==> src/rtl/rgb_mode_ctrl.sv <==
// RGB LED mode controller: four edge-detected buttons drive an OFF/RUN FSM,
// a colour index and a brightness level that set a period-latched 8-bit PWM.
`timescale 1ns/1ps

module rgb_mode_ctrl #(
  parameter logic [2:0] LEVEL_RESET = 3'd4
) (
  input  logic       clk,
  input  logic       nrst,
  input  logic       btn_off,
  input  logic       btn_color,
  input  logic       btn_up,
  input  logic       btn_down,
  output logic       led_r,
  output logic       led_g,
  output logic       led_b,
  output logic [2:0] color_sel,
  output logic [2:0] level,
  output logic       running
);

  localparam logic [0:0] ST_OFF = 1'b0;
  localparam logic [0:0] ST_RUN = 1'b1;

  localparam logic [2:0] COLOR_LAST = 3'd6;
  localparam logic [2:0] LEVEL_MAX  = 3'd7;

  logic [0:0] state_q, state_d;
  logic [2:0] color_q, color_d;
  logic [2:0] level_q, level_d;
  logic [7:0] pwm_cnt_q;
  logic [7:0] duty_q, duty_d;
  logic [2:0] led_q, led_d;
  logic [3:0] btn_prev_q;

  logic [3:0] btn_now;
  logic [3:0] btn_event;
  logic       win_off, win_color, win_up, win_down;
  logic [2:0] color_mask;
  logic [7:0] duty_target;

  // Bit order everywhere: {off, color, up, down}, highest priority first.
  assign btn_now   = {btn_off, btn_color, btn_up, btn_down};
  assign btn_event = btn_now & ~btn_prev_q;

  assign win_off   = btn_event[3];
  assign win_color = btn_event[2] & ~btn_event[3];
  assign win_up    = btn_event[1] & ~(|btn_event[3:2]);
  assign win_down  = btn_event[0] & ~(|btn_event[3:1]);

  // NOTE: every signal written in always_comb gets a default first, so no
  // path through the case leaves it unassigned and no latch is inferred.
  always_comb begin
    state_d = state_q;
    color_d = color_q;
    level_d = level_q;
    case (state_q)
      ST_OFF: begin
        if (win_color || win_up) begin
          state_d = ST_RUN;
        end
      end
      ST_RUN: begin
        if (win_off) begin
          state_d = ST_OFF;
        end else if (win_color) begin
          color_d = (color_q == COLOR_LAST) ? 3'd0 : color_q + 3'd1;
        end else if (win_up) begin
          level_d = (level_q == LEVEL_MAX) ? LEVEL_MAX : level_q + 3'd1;
        end else if (win_down) begin
          level_d = (level_q == 3'd0) ? 3'd0 : level_q - 3'd1;
        end
      end
      default: state_d = ST_OFF;
    endcase
  end

  always_comb begin
    color_mask = 3'b000;
    case (color_q)
      3'd0: color_mask = 3'b100;
      3'd1: color_mask = 3'b010;
      3'd2: color_mask = 3'b001;
      3'd3: color_mask = 3'b110;
      3'd4: color_mask = 3'b011;
      3'd5: color_mask = 3'b101;
      3'd6: color_mask = 3'b111;
      default: color_mask = 3'b000;
    endcase
  end

  // Duty is latched only at the period wrap so a level change never
  // distorts the period already in progress.
  assign duty_target = (state_q == ST_RUN) ? {level_q, 5'b0} : 8'd0;
  assign duty_d      = (pwm_cnt_q == 8'hFF) ? duty_target : duty_q;
  assign led_d       = (pwm_cnt_q < duty_q) ? color_mask : 3'b000;

  // NOTE: sequential state uses non-blocking assignments so every register
  // samples pre-edge values regardless of statement order.
  always_ff @(posedge clk or negedge nrst) begin
    if (!nrst) begin
      state_q    <= ST_OFF;
      color_q    <= 3'd0;
      level_q    <= LEVEL_RESET;
      pwm_cnt_q  <= 8'd0;
      duty_q     <= 8'd0;
      led_q      <= 3'b000;
      btn_prev_q <= 4'b0000;
    end else begin
      state_q    <= state_d;
      color_q    <= color_d;
      level_q    <= level_d;
      pwm_cnt_q  <= pwm_cnt_q + 8'd1;
      duty_q     <= duty_d;
      led_q      <= led_d;
      btn_prev_q <= btn_now;
    end
  end

  assign led_r     = led_q[2];
  assign led_g     = led_q[1];
  assign led_b     = led_q[0];
  assign color_sel = color_q;
  assign level     = level_q;
  assign running   = (state_q == ST_RUN);

endmodule
==> config.mk <==
export PLATFORM = sky130hd
export DESIGN_NAME = rgb_mode_ctrl
export DESIGN_NICKNAME = d
export VERILOG_FILES = /design/src/rtl/rgb_mode_ctrl.sv
export SDC_FILE = /design/constraint.sdc
export NUM_CORES = 1
export LEC_CHECK = 0
export BUFFER_PORTS_ARGS = -buffer_cell sky130_fd_sc_hd__clkbuf_2
export CORE_MARGIN = 2
export CORE_UTILIZATION = 50
export DETAILED_ROUTE_END_ITERATION = 6
export PLACE_DENSITY = 0.7
export SLEW_MARGIN = 20
export SYNTH_ARGS = -nofsm -noshare
export SYNTH_HDL_FRONTEND = slang
export SYNTH_SLANG_ARGS = --single-unit
==> constraint.sdc <==
create_clock -name clk -period 3.05 [get_ports clk]
set_input_delay 0.305 -clock clk [delete_from_list [all_inputs] [get_ports clk]]
set_output_delay 0.305 -clock clk [all_outputs]
set_load 0.02 [all_outputs]
Word level (Yosys, flattened, before mapping)
Index checks and enable logic that the tools add are counted.

Register bits: 30. Latch bits: 0. Memory bits (writable): 0. ROM bits: 0. Bits of input ports: 6. Output and inout port bits: 10. Logic and storage cells: 49. Memories kept: 0.

Add/sub/neg operators: 4. Multipliers: 0. Div/mod/pow operators: 0. Magnitude comparators: 1. Eq/ne operators: 8. Shift operators: 0. Mux-type cells: 11. Bitwise logic cells: 10. Reduce and logical (&&, ||, !) cells: 8.

Operators by type and width (count): one-hot mux 3 bit (7 select lines) (1); two-way mux 3 bit (6); equality test 3 bit (second input constant) (4); adder 8 x 1 -> 8 bit (second input constant) (1); equality test 8 bit (second input constant) (1); less-than comparator 8 bit (1); two-way mux 8 bit (1); adder 3 x 1 -> 3 bit (second input constant) (2); equality test 3 x 2 -> 1 bit (second input constant) (2); zero test 3 bit (2); NOT 1 bit (5); bitwise AND 4 bit (1); NOT 4 bit (1); AND reduction 4 bit (1); bitwise AND 1 bit (3); equality test 3 x 1 -> 1 bit (second input constant) (1); AND reduction 3 bit (1); OR reduction 3 bit (1); subtractor 3 x 1 -> 3 bit (second input constant) (1); two-way mux 1 bit (2); one-hot mux 1 bit (2 select lines) (1); nonzero test 2 bit (1); OR reduction 2 bit (1); logical OR 1 bit (1).

Logic depth before layout (Yosys ltp)
Gate-level depths: netlist of the first run.

Depth in word-level cells: 8. Mapped depth: 7. Gate-level depth less buffers: 6.

Worst setup path after synthesis of the first run
OpenSTA, ideal clock, no wires.

Path kind: register to register. Start: reg color_q[2] (netlist: color_sel[2]). End: reg led_q[2]. Setup time: 123 ps. Data arrival time: 1466 ps. Required time: 2927 ps. Path slack: 1462 ps. Stages on the path, launching flop included: 7. Path buffers: 1. Clock period less this slack: 1588 ps. Cells stage by stage: dfrtp_1 > clkbuf_1 > inv_1 > ha_1 > or3_1 > a21oi_1 > nor3_2.

Cells in the longest elaborated chain, start to end: 3. Elaborated cells on any way between the ends: 9. Those cells by class: eq/ne (6); mux (2); reduce/logical (1).

RTL lines: start: declaration (line 29) `logic [2:0] color_q, color_d;`; start signal: assignment (line 111) `color_q <= color_d;`; equality test 3 bit (tied with other cells) (line 80) `case (color_q)`; one-hot mux 3 bit (7 select lines) * (line 80); two-way mux 3 bit * (line 96) `assign led_d = (pwm_cnt_q < duty_q) ? color_mask : 3'b000;`; named net led_d[2] (line 33) `logic [2:0] led_q, led_d;`; end signal: assignment (line 115) `led_q <= led_d;`; end: declaration (line 33).

The timed path passes the listed nets; every way through them passes the cells marked *. A chain may end at the register's enable or synchronous reset.

Final worst setup path of the first run
Start: reg color_q[0] (netlist: color_sel[0]). End: reg led_q[2].

The elaborated chain is that of the path after synthesis.

==> summary.txt, run 1 <==
Worst setup path
  • Worst r2r src: color_sel[0]
  • Endpoint of the worst register-to-register path: led_q[2]
  • Startpoint class of the critical path: flip-flop
  • Type of destination of the critical path: flip-flop
  • Arr. time, crit path: 1750 ps
  • Endpoint of the most critical setup path: led_q[2]
  • Endpoint required time on the critical path: 3270 ps
  • Launch point of the critical path: color_sel[0]
  • Critical path peak fanout: 10
  • Category of the critical setup timing path: flip-flop to flip-flop
  • Reg-to-reg setup timing slack: 1530 ps
  • Length in cells of the worst reg-to-reg path: 6

Floorplan
  • Top-Level Pins: 16
  • Initial standard-cell utilization of the core: 0.521
  • Die footprint: 2950 um^2
  • Die Span Y: 54.3 um
  • Row Count: 18
  • Horizontal die dimension: 54.3 um
  • Core Region: 2430 um^2

Route
  • Via count: 830
  • Drt wl/cell: 12.3 um
  • Drt first-iter violations: 5
  • Residual antenna-violating net count after detailed routing: 0
  • DRC violations left: 0
  • First-pass DRT Iterations: 4
  • Post-DR vias/cell: 5.19
  • Routed wire length: 1.96 mm

STA
  • Final hold slack: 110 ps
  • Clock skew: 9.26 ps
  • Fraction of the cycle the final worst path needs: 0.499
  • Max-slew violation count: 0
  • Final-layout setup total negative slack: 0 ps
  • Worst slew margin relative to its limit: 0.599
  • Transition at the pin with the smallest max-transition slack: 602 ps
  • Tmin final: 1520 ps
  • Count of final hold-check violations: 0
  • Final setup violation count: 0
  • Maximum achievable frequency: 0.656 GHz
  • Setup repair after global routing missed its margin: false

Clocking
  • Clock tree from TritonCTS: built
  • Clock transition at the registers of the reported paths: 140 ps
  • CTS root buf: sky130_fd_sc_hd__clkbuf_4
  • Buffer depth of the longest clock path: 2
  • CTS resizes: 0
  • Clk_lat worst skew: 320 ps
  • Number of buffers added by the clock tree synthesis step: 3
  • Buffer count from post-CTS setup fixing: 0
  • Sink Count: 25
  • Total number of H-tree levels: 1

Logic synthesis
  • Commonest cells in the synthesized netlist: sky130_fd_sc_hd__dfrtp_1, sky130_fd_sc_hd__nand2_1, sky130_fd_sc_hd__inv_1, sky130_fd_sc_hd__ha_1, sky130_fd_sc_hd__nor2_1
  • Share of Yosys cell area claimed by the top area cell type: 0.474
  • Syn Area/Cell: 11.0 um^2
  • Total standard cell area after synthesis: 1270 um^2
  • Area share of and/or/nand/nor cells after synthesis: 0.181
  • Count of different cell masters after synthesis: 37
  • Portion of netlist area occupied by mux cells: 0.0435
  • XOR/XNOR Fraction of Synth Area: 0.0484
  • Prevailing post-synth register cell: sky130_fd_sc_hd__dfrtp_1
  • Number of enable flip-flop cells after synthesis: 0
  • Post-synthesis compound-gate area fraction: 0.103
  • Synth top area cells: sky130_fd_sc_hd__dfrtp_1, sky130_fd_sc_hd__ha_1, sky130_fd_sc_hd__xnor2_1
  • Net count after synthesis: 128
  • Fraction of the mapped netlist area in adder cells: 0.0692
  • Async S/R FF share, synth: 1.00
  • Post-Synthesis Cells: 115
  • Library cell occupying the most area in the post-synthesis netlist: sky130_fd_sc_hd__dfrtp_1
  • Yosys synthesis warning count: 0
  • Cell with the most instances after synthesis: sky130_fd_sc_hd__dfrtp_1
  • Number of flip-flops and latches in the synthesized netlist: 25
  • Dominant combinational cell family by area after synthesis: simple AND/OR/NAND/NOR gates
  • Share of the yosys chip area belonging to registers: 0.495

Pwr
  • Areal power density over the cells: 666 nW/um^2
  • Fraction of power consumed by the clock network: 0.160
  • Peak VDD IR: 0.549 mV
  • Internal power component: 0.000564 W
  • Switching share of power: 0.383
  • Leakage power summed over all cells: 0.658 nW
  • Power share of the sequential group: 0.492
  • Net switching power: 0.000351 W
  • Combinational group share of total power: 0.347

Placed design
  • Weighted congestion reported at the end of routability-driven placement: 0.791
  • HPWL Detailed: 1.50 mm
  • Number of I/O port buffers: 15

Final layout
  • Register cell area after layout: 627 um^2
  • Util after Layout: 0.565
  • Number of antenna cells inserted: 0
  • Fraction of final layout cells with drive strength greater than 1: 0.231
  • Multi-input gate area: 563 um^2
  • Area grow syn2layout: 8.50%
  • Total Nets Final: 144
  • Number of fill cells in the layout: 225

Global route
  • Met2 track utilization from global routing: 0.271
  • Most Crowded Layer GR: met2
  • GRT met3 Usage: 0.0328
  • First-pass GRT wire length: 3.36 mm
  • Largest net degree at the start of global routing: 26
  • Overall fraction of global-route tracks in use: 0.164
  • Fraction of met1 tracks used by global routing: 0.206
  • Overflow after GRT: 0
  • Via count of the first global-routing pass: 809
  • Initial antenna violation count: 0

Flow run
  • Max-cap check violation count: 0

Hold path
  • Min-delay worst type: input port to flip-flop

Outcome
  • Run status: finished clean
[routing by layer]
metal,vias up,part of all wire
met5,-,0
met4,0,0.014
met3,2,0.032
met2,11,0.47
met1,397,0.48
li1,420,-
[placed cells by master, fill, tap and decap left out, types with 2 or more instances in the layout]
| cell | netlist | final |
|---|---|---|
| sky130_fd_sc_hd__dfrtp_1 | 24 | 24 |
| sky130_fd_sc_hd__clkbuf_2 | 0 | 15 |
| sky130_fd_sc_hd__nand2_1 | 10 | 10 |
| sky130_fd_sc_hd__inv_1 | 9 | 9 |
| sky130_fd_sc_hd__ha_1 | 7 | 7 |
| sky130_fd_sc_hd__nor2_1 | 6 | 6 |
| sky130_fd_sc_hd__xnor2_1 | 5 | 5 |
| sky130_fd_sc_hd__nand3_1 | 4 | 4 |
| sky130_fd_sc_hd__a21oi_1 | 4 | 4 |
| sky130_fd_sc_hd__mux2i_1 | 4 | 4 |
| sky130_fd_sc_hd__nand2b_1 | 3 | 3 |
| sky130_fd_sc_hd__a21o_1 | 3 | 3 |
| sky130_fd_sc_hd__clkbuf_4 | 0 | 3 |
| sky130_fd_sc_hd__o21ai_0 | 2 | 2 |
| sky130_fd_sc_hd__nand4_1 | 2 | 2 |
| sky130_fd_sc_hd__nand3_2 | 2 | 2 |
| sky130_fd_sc_hd__xor2_1 | 2 | 2 |
| sky130_fd_sc_hd__or3_1 | 2 | 2 |
| sky130_fd_sc_hd__and2b_1 | 2 | 2 |
| sky130_fd_sc_hd__nand2b_2 | 2 | 2 |
| sky130_fd_sc_hd__o21ai_1 | 2 | 2 |
[critical path, stage by stage (launching register included)]
cell and delay, ps:
sky130_fd_sc_hd__dfrtp_1 500, sky130_fd_sc_hd__nand2_1 150, sky130_fd_sc_hd__inv_1 60, sky130_fd_sc_hd__ha_1 180
sky130_fd_sc_hd__or3_1 300, sky130_fd_sc_hd__a21oi_1 190, sky130_fd_sc_hd__nor3_2 60
[stage by stage]
step	area [um^2]	setup slack (ps)	total power, W	instances
CTS	1370	1530	0.000924	160
floorplan	1270	1460	0.000697	115
detailed placement	1340	1540	0.000776	155
global route	1370	1390	0.000984	160
finish	1370	1530	0.000915	160
global placement	1340	1610	0.000758	155
[how the worst min path moves through the flow]
stage / start / to / cells after the start
final: btn_up / btn_prev_q[1] / 1
after detailed placement: nrst / pwm_cnt_q[2] / 1
after global routing: btn_up / btn_prev_q[1] / 1
after CTS: btn_up / btn_prev_q[1] / 1
after global placement: nrst / pwm_cnt_q[4] / 1
after floorplan: nrst / btn_prev_q[0] / 0
[cell type report]
cell class                      count  share of cell area
Inverter                            9              0.0246
Clock buffer                        3              0.0164
Tap cell                           30              0.0273
Timing Repair Buffer               16              0.0619
Sequential cell                    25               0.456
Clock inverter                      1             0.00364
Multi-Input combinational cell     76               0.410
[registers in the layout, indices dropped and copies added (netlist names)]
name,flops
btn_prev_q,4
color_sel,3
duty_q,3
led_q,3
level,3
pwm_cnt_q,8
running,1
[power by group through the flow]
stage	clock network (W)	registers (W)	logic [W]
after floorplan	0	0.000473	0.000225
after global placement	0	0.000452	0.000306
after detailed placement	0	0.000458	0.000318
after CTS	0.000151	0.000451	0.000321
after global routing	0.000161	0.000462	0.000362
final	0.000147	0.000450	0.000318
[cells by family after synthesis]
kind of cell / Yosys count
buffers and inverters: 14
and+or+nand+nor: 40
xor gates and xnor gates: 7
AOI/OAI and AO/OA: 17
muxes: 5
DFF: 25
adders and majority gates: 7
[timing repair]
item                                    4_1_cts  5_1_grt
hold buffers                                  1        0
endpoints found under the hold margin        24        0
endpoints found under the setup margin        0        0
No activity file was read; power rests on OpenSTA's default activity.
==> inputs of run 2 (changes only) <==
Settings changed: PLACE_DENSITY 0.7 to 0.73.
Clock period 3.05 ns to 1.4 ns, I/O delays scaled along.
==> summary.txt, run 2 (same netlist as run 1, synthesis figures left out) <==
Outcome
  • Run status: finished clean

Global route
  • Overflow after GRT: 0
  • First-pass GRT wire length: 3.38 mm
  • Overall fraction of global-route tracks in use: 0.158
  • Most Crowded Layer GR: met2
  • Fraction of met1 tracks used by global routing: 0.220
  • Via count of the first global-routing pass: 821
  • GRT met3 Usage: 0.0273
  • Largest net degree at the start of global routing: 26
  • Met2 track utilization from global routing: 0.249
  • Initial antenna violation count: 0

Worst setup path
  • Arr. time, crit path: 1580 ps
  • Length in cells of the worst reg-to-reg path: 6
  • Endpoint required time on the critical path: 1620 ps
  • Endpoint of the most critical setup path: led_q[2]
  • Endpoint of the worst register-to-register path: led_q[2]
  • Category of the critical setup timing path: flip-flop to flip-flop
  • Worst r2r src: color_sel[0]
  • Type of destination of the critical path: flip-flop
  • Critical path peak fanout: 2
  • Launch point of the critical path: color_sel[0]
  • Reg-to-reg setup timing slack: 40 ps
  • Startpoint class of the critical path: flip-flop

Route
  • Drt first-iter violations: 9
  • Residual antenna-violating net count after detailed routing: 0
  • Drt wl/cell: 12.0 um
  • Post-DR vias/cell: 5.01
  • First-pass DRT Iterations: 4
  • Via count: 862
  • Routed wire length: 2.07 mm
  • DRC violations left: 0

Final layout
  • Register cell area after layout: 629 um^2
  • Commonest non-fill, non-tap cells in the layout: sky130_fd_sc_hd__dfrtp_1, sky130_fd_sc_hd__clkbuf_2, sky130_fd_sc_hd__inv_1, sky130_fd_sc_hd__nand2_1, sky130_fd_sc_hd__buf_4
  • Total Nets Final: 156
  • Number of flip-flops under the largest register name: 8
  • Number of fill cells in the layout: 204
  • Commonest non-fill, non-tap cell in the layout: sky130_fd_sc_hd__dfrtp_1
  • Multi-input gate area: 599 um^2
  • Fraction of final layout cells with drive strength greater than 1: 0.310
  • Largest registers: pwm_cnt_q x8, btn_prev_q x4
  • Number of antenna cells inserted: 0
  • Largest register by flop count: pwm_cnt_q
  • Area grow syn2layout: 19.7%

Pwr
  • Leakage power summed over all cells: 0.708 nW
  • Power share of the sequential group: 0.421
  • Combinational group share of total power: 0.429
  • Areal power density over the cells: 1420 nW/um^2
  • Internal power component: 0.00135 W
  • Net switching power: 0.000810 W
  • Peak VDD IR: 0.927 mV
  • Fraction of power consumed by the clock network: 0.150
  • Switching share of power: 0.376

Floorplan
  • Top-Level Pins: 16
  • Die footprint: 2950 um^2
  • Initial standard-cell utilization of the core: 0.521
  • Row Count: 18
  • Core Region: 2430 um^2
  • Horizontal die dimension: 54.3 um
  • Die Span Y: 54.3 um

STA
  • Worst slew margin relative to its limit: 0.591
  • Max-slew violation count: 0
  • Transition at the pin with the smallest max-transition slack: 613 ps
  • Final-layout setup total negative slack: 0 ps
  • Worst setup slack after layout: 42.4 ps
  • Maximum achievable frequency: 0.737 GHz
  • Count of final hold-check violations: 0
  • Final setup violation count: 0
  • Tmin final: 1360 ps
  • Fraction of the cycle the final worst path needs: 0.970
  • Clock skew: 6.25 ps

Clocking
  • CTS root buf: sky130_fd_sc_hd__clkbuf_4
  • Total number of H-tree levels: 1
  • Buffer depth of the longest clock path: 2
  • Sink Count: 25
  • Number of buffers added by the clock tree synthesis step: 3
  • Clk_lat worst skew: 310 ps
  • Clock tree from TritonCTS: built
  • Clock transition at the registers of the reported paths: 140 ps

Placed design
  • Pre-CTS worst setup slack: -14.4 ps
  • HPWL Detailed: 1.60 mm
  • Number of I/O port buffers: 15
  • Weighted congestion reported at the end of routability-driven placement: 0.711

Hold path
  • Min-delay worst type: input port to asynchronous set/reset pin

Flow run
  • Max-cap check violation count: 0
==> run 2: layout make-up <==
class | instances | share of cell area
multi-input combinational | 76 | 0.396
timing repair buffer | 28 | 0.122
clock inverter | 1 | 0.00495
sequential | 25 | 0.415
clock buffer | 3 | 0.0149
tap | 30 | 0.0248
inverter | 9 | 0.0223
==> run 2: worst min-delay path by stage <==
stage | start | endpoint | slack (ps) | cells after the start
floorplan | nrst | btn_prev_q[0] | -160 | 0
global placement | nrst | pwm_cnt_q[2] | 180 | 1
detailed placement | nrst | pwm_cnt_q[4] | 180 | 1
CTS | nrst | pwm_cnt_q[7] | 360 | 2
global route | nrst | pwm_cnt_q[7] | 400 | 2
finish | nrst | pwm_cnt_q[7] | 350 | 2
==> run 2: routing by layer <==
| metal | share of wire | routed length, um |
|---|---|---|
| met5 | 0 | 0 |
| met4 | 0 | 0 |
| met3 | 0.028 | 59 |
| met2 | 0.51 | 1060 |
| met1 | 0.46 | 955 |
==> run 2: power by group through the flow <==
stage	logic, W	clock network [W]	registers [W]
global route	0.00103	0.000368	0.000925
global placement	0.000867	0	0.000918
CTS	0.000922	0.000339	0.000909
floorplan	0.000507	0	0.00104
finish	0.000926	0.000323	0.000908
detailed placement	0.000906	0	0.000924
==> run 2: stage by stage <==
stage          std cells   util  hold slack (ps)  power, W  area [um^2]
2_1_floorplan        115      -             -156   0.00154         1280
3_3_place_gp         161  0.572              176   0.00178         1390
3_5_place_dp         161  0.572              180   0.00183         1390
4_1_cts              170  0.605              362   0.00217         1470
5_1_grt              172  0.623              396   0.00232         1520
6_report             172  0.623              350   0.00216         1520
==> run 2: timing repair <==
action,4_1_cts,5_1_grt
endpoints found under the hold margin,28,0
pin swaps,0,3
gates resized for setup,1,5
setup buffers,0,2
setup endpoints to repair,2,4
hold buffers,5,0
==> run 2: worst max-delay path, cell delays in order (launching register included) <==
cell	delay, ps
sky130_fd_sc_hd__dfrtp_2	430
sky130_fd_sc_hd__nand2_2	70
sky130_fd_sc_hd__inv_1	40
sky130_fd_sc_hd__ha_1	170
sky130_fd_sc_hd__or3_1	320
sky130_fd_sc_hd__a21oi_2	170
sky130_fd_sc_hd__nor3_2	60
